## src/rtl/neigh_dist_topk.sv

```systemverilog
// neigh_dist_topk: squared-L2 distance pipeline that keeps a
// sorted list of the K closest distinct neighbours to a query.
module neigh_dist_topk #(
  parameter int DIM = 2,
  parameter int WIDTH = 16,
  parameter int K = 4,
  parameter int ID_W = 32,
  localparam int DW = 2*WIDTH+2+$clog2(DIM),
  localparam int CW = $clog2(K+1)
) (
  input  logic clk_in,
  input  logic rst_in,
  input  logic signed [DIM-1:0][WIDTH-1:0] query_in,
  input  logic query_valid_in,
  input  logic [ID_W-1:0] cand_id_in,
  input  logic signed [DIM-1:0][WIDTH-1:0] cand_data_in,
  input  logic cand_valid_in,
  output logic cand_ready_out,
  input  logic fetch_done_in,
  output logic [K-1:0][ID_W-1:0] best_id_out,
  output logic [K-1:0][DW-1:0] best_dist_out,
  output logic [CW-1:0] best_count_out,
  output logic busy_out,
  output logic done_out
);

  localparam logic [1:0] IDLE  = 2'd0;
  localparam logic [1:0] RUN   = 2'd1;
  localparam logic [1:0] DRAIN = 2'd2;
  localparam logic [1:0] DONE  = 2'd3;

  logic [1:0] state;
  logic [DIM-1:0][WIDTH-1:0] q;
  logic start, accept, drained;

  logic v1, v2, v3;
  logic [ID_W-1:0] id1, id2, id3;
  logic [WIDTH:0] diff1 [DIM];
  logic [2*WIDTH+1:0] sq2 [DIM];
  logic [DW-1:0] dist3;

  logic signed [2*WIDTH+1:0] ext [DIM];
  logic [DW-1:0] sum;

  logic dup, ins;
  logic [CW-1:0] pos, ncnt;
  logic [K-1:0][ID_W-1:0] nid;
  logic [K-1:0][DW-1:0] nd;

  assign start = query_valid_in
    && (state == IDLE || state == DONE);
  assign cand_ready_out = (state == RUN);
  assign accept = cand_valid_in && cand_ready_out;
  assign drained = !(v1 || v2 || v3);
  assign busy_out = (state == RUN) || (state == DRAIN);
  assign done_out = (state == DONE);

  // Search control and query latch.
  always_ff @(posedge clk_in or negedge rst_in) begin
    if (!rst_in) begin
      state <= IDLE;
      q <= '0;
    end else if (start) begin
      state <= RUN;
      q <= query_in;
    end else begin
      unique case (1'b1)
        (state == RUN && fetch_done_in): state <= DRAIN;
        (state == DRAIN && drained): state <= DONE;
        default: ;
      endcase
    end
  end

  // Square each lane difference at full width and sum the lanes.
  always_comb begin
    sum = '0;
    for (int d = 0; d < DIM; d++) begin
      ext[d] = (2*WIDTH+2)'($signed(diff1[d]));
      sum = sum + DW'(sq2[d]);
    end
  end

  // Three registered arithmetic stages, one candidate per cycle.
  always_ff @(posedge clk_in or negedge rst_in) begin
    if (!rst_in) begin
      v1 <= 1'b0;
      v2 <= 1'b0;
      v3 <= 1'b0;
      id1 <= '0;
      id2 <= '0;
      id3 <= '0;
      dist3 <= '0;
      for (int d = 0; d < DIM; d++) begin
        diff1[d] <= '0;
        sq2[d] <= '0;
      end
    end else begin
      v1 <= accept;
      v2 <= v1;
      v3 <= v2;
      id1 <= cand_id_in;
      id2 <= id1;
      id3 <= id2;
      dist3 <= sum;
      for (int d = 0; d < DIM; d++) begin
        diff1[d] <= {cand_data_in[d][WIDTH-1], cand_data_in[d]}
          - {q[d][WIDTH-1], q[d]};
        sq2[d] <= unsigned'(ext[d] * ext[d]);
      end
    end
  end

  // Sorted insert: ties rank behind existing entries.
  always_comb begin
    dup = 1'b0;
    pos = '0;
    for (int i = 0; i < K; i++) begin
      if (CW'(i) < best_count_out) begin
        if (best_id_out[i] == id3) dup = 1'b1;
        if (best_dist_out[i] <= dist3) pos = pos + CW'(1);
      end
    end
    ins = v3 && !dup && (pos < CW'(K));
    nid = best_id_out;
    nd = best_dist_out;
    ncnt = best_count_out;
    if (ins) begin
      for (int i = 1; i < K; i++) begin
        if (CW'(i) > pos) begin
          nid[i] = best_id_out[i-1];
          nd[i] = best_dist_out[i-1];
        end
      end
      for (int i = 0; i < K; i++) begin
        if (CW'(i) == pos) begin
          nid[i] = id3;
          nd[i] = dist3;
        end
      end
      if (best_count_out != CW'(K))
        ncnt = best_count_out + CW'(1);
    end
  end

  // Candidate list; cleared when a new search starts.
  always_ff @(posedge clk_in or negedge rst_in) begin
    if (!rst_in) begin
      best_id_out <= '0;
      best_dist_out <= '0;
      best_count_out <= '0;
    end else if (start) begin
      best_id_out <= '0;
      best_dist_out <= '0;
      best_count_out <= '0;
    end else begin
      best_id_out <= nid;
      best_dist_out <= nd;
      best_count_out <= ncnt;
    end
  end

endmodule

```

## config.mk

```make
export PLATFORM = sky130hd
export DESIGN_NAME = neigh_dist_topk
export DESIGN_NICKNAME = d
export VERILOG_FILES = /design/src/rtl/neigh_dist_topk.sv
export SDC_FILE = /design/constraint.sdc
export NUM_CORES = 2
export LEC_CHECK = 0
export CAP_MARGIN = 20
export CORE_MARGIN = 2
export CORE_UTILIZATION = 40
export CTS_CLUSTER_DIAMETER = 80
export DETAILED_ROUTE_END_ITERATION = 10
export GPL_ROUTABILITY_DRIVEN = 0
export HOLD_SLACK_MARGIN = 0.12
export SLEW_MARGIN = 15
export SYNTH_ARGS = -nofsm -noshare
export SYNTH_HDL_FRONTEND = slang
export SYNTH_SLANG_ARGS = --single-unit
export TNS_END_PERCENT = 30
```

## constraint.sdc

```tcl
create_clock -name clk_in -period 6.56 [get_ports clk_in]
set_input_delay 1.312 -clock clk_in [delete_from_list [all_inputs] [get_ports clk_in]]
set_output_delay 1.312 -clock clk_in [all_outputs]
set_load 0.05 [all_outputs]
```

==> impl_results.md <==
* Slew margin rel. at 29.2%
* CTS root buf: clkbuf_16
* Setup CP Type: register to register
* Synth Net Count at 5660
* Delay of the slowest critical-path stage at 0.55 ns
* Cts bufs inserted at 69
* Synthesized area at 46100 um^2
* Arrival @ worst endpoint at 6.89 ns
* Min-Delay Path Depth at 0
* Start point of the critical path: diff1[19]
* # nets final at 6044
* Clock skew at 0.0620 ns
* Final wirelength at 135000 um
* Vias in the first global route at 35400
* Final WS setup at 0.236 ns
* Crit-path slowest cell: fa_1
* R2r startpoint: diff1[19]
* Top FF cell, synth: dfrtp_1
* Worst path required time at 7.13 ns
* Via density at 5.13
* Wire length of the first global-routing pass at 211000 um
* Port Buffers at 374
* Initial core utilization at 40.3%
* Post-synth top area cell: dfrtp_1
* Top cells by area, synth: dfrtp_1 (29%), fa_1 (24%), ha_1 (11%)
* Hold bufs inserted after CTS at 0
* Commonest non-fill, non-tap cell in the layout: inv_1
* Via count at 33800
* CTS H-tree lvls at 3
* Reg2Reg Setup Slack at 0.24 ns
* Worst-case reg-to-reg path depth at 26
* Endpoints failing setup at 0
* Yosys Warn Count at 0
* Top-area cell type share of the netlist area at 29.2%
* Pre-CTS setup slack at -0.138 ns
* Number of routed nets with antenna violations at 0
* Sink of the worst hold path: id2[2]
* CP endpoint kind: register
* GRT Overall Usage at 23.2%
* Post-synth ARST share at 100%
* Worst-Margin Slew at 1.06 ns
* Final Hold Slack at 0.331 ns
* Period utilisation layout at 96.4%
* Clock slew at reported path FFs at 0.06 ns
* Seq cells post-synth at 539
* Max-slew violations at 0
* Initial DRC Count at 2046
* Post-synth cell types at 67
* Die area at 118000 um^2
* Mean Syn Cell Area at 9.97 um^2
* Hold Vio Cnt, Final at 0
* Element type at the critical path start: register
* Fmax at 158 MHz
* Drt pass-1 iters at 5
* Share of post-route cells with drive strength above 1 at 6.18%
* Overflow after GRT at 0
* FF-to-FF End: sq2[66]
* Core ar. at 114000 um^2
* Layout area overhead at 18.6%
* Clock buffer depth at 3
* Most frequent cells in the layout: inv_1 (801), fa_1 (545), dfrtp_1 (520)
* Largest net degree at the start of global routing at 161
* Outcome: complete, no violations
* Multi-input logic area at 29000 um^2
* Num ports at 375
* RSZ-0062 raised after global routing: true
* Area taken by flip-flops and latches at 13500 um^2
* Row cnt at 124
* WL per Instance at 20.6 um
* Seq/Total Area, Yosys at 29.2%
* CTS Sinks at 539
* Hpwl dp at 107000 um
* Filler Cells Inserted at 10600
* Post-synth EDFFs at 0
* Most used cell, CP: fa_1
* Hold path startpoint: id1[2]
* Skew-Pair Late Insertion Delay at 0.66 ns
* Clock period minus worst slack at 6.32 ns
* # DRC at 0
* Initial antenna violation count at 2
* Mapped Cells at 4625
* Hold Crit Class: register to register
* Die H at 344 um
* CTS tree: built
* Chip Width at 344 um
* Max_cap viols at 0
* Crit-path max FO at 7
## cells in the mapped netlist, types with 44 or more instances
library cell / instances
dfrtp_1: 539
a21o_1: 56
a221o_1: 68
xnor2_1: 136
fa_1: 546
clkbuf_1: 164
ha_1: 388
nand4_1: 44
xor2_1: 118
nand2_1: 394
a21oi_1: 309
and2_1: 186
inv_1: 803
mux2i_1: 137
o21ai_0: 236
nor2_1: 159
## critical path, delay by kind of cell, from the launching register on
kind | cells | cell delay [ns]
compound gates | 8 | 1.20
xor+xnor | 1 | 0.12
fa+ha+maj | 7 | 3.28
buf+inv | 7 | 0.60
flops | 1 | 0.44
simple gates | 3 | 0.57
## how the worst max path moves through the flow
stage | end | slack, ns | depth (start not counted)
finish | sq2[66] | 0.24 | 26
global route | sq2[67] | -0.07 | 25
CTS | sq2[33] | 0.04 | 25
detailed placement | sq2[67] | -0.14 | 26
global placement | sq2[67] | -0.06 | 26
floorplan | sq2[67] | 0.18 | 23
## metal layers
metal,vias to the layer above,global-route usage [%],routed length [um]
li1,15700,-,-
met2,919,38.7,63700
met5,-,0,0
met3,202,4.69,8950
met4,0,7.49,4610
met1,17000,30.4,58100
## cell type report
cell class / instances / area share (%)
diodes: 1 / 0.00458
clock buffers: 93 / 3.60
clock inverters: 31 / 0.684
inverters: 803 / 5.51
multi-input cells: 3093 / 53.1
flip-flops and latches: 539 / 24.7
well taps: 1512 / 3.46
repair buffers: 503 / 8.94
## through the flow
step / TNS (ns) / cells / area (um^2) / utilization (%)
6_report: 0 / 6575 / 54700 / 47.8
5_1_grt: -0.101 / 6574 / 54700 / 47.8
4_1_cts: 0 / 6572 / 54500 / 47.7
3_5_place_dp: -0.252 / 6448 / 52200 / 45.6
3_3_place_gp: -0.0798 / 6448 / 52200 / 45.6
2_1_floorplan: 0 / 4625 / 46100 / -
## registers in the layout, indices dropped and copies added, names as in the netlist
| name | count |
|---|---|
| state | 2 |
| id3 | 32 |
| best_id_out | 128 |
| q | 32 |
| best_dist_out | 140 |
| v3 | 1 |
| v1 | 1 |
| v2 | 1 |
| dist3 | 35 |
| best_count_out | 3 |
| id2 | 32 |
| diff1 | 34 |
| id1 | 32 |
| sq2 | 66 |
## cell families (layout without fill, tap and decap cells)
kind of cell / Yosys count / after routing / synth area share, %
flip-flops: 539 / 539 / 29.2
XOR/XNOR: 254 / 254 / 4.82
AND/OR/NAND/NOR: 978 / 978 / 10.2
AO/OA/AOI/OAI: 788 / 788 / 10.4
other: 0 / 1 / 0
buffers and inverters: 993 / 1430 / 8.15
multiplexers: 139 / 139 / 3.02
adder cells (fa/ha/maj): 934 / 934 / 34.2
## timing repair
item	in CTS	in global routing
setup buffers	0	2
gates resized for setup	4	45
cloned	0	0
pin swaps	1	3
endpoints found under the setup margin	6	18
Power is left out: the tool's default activity adds up to more than one toggle a clock period on the data nets, which glitch-free logic cannot reach.
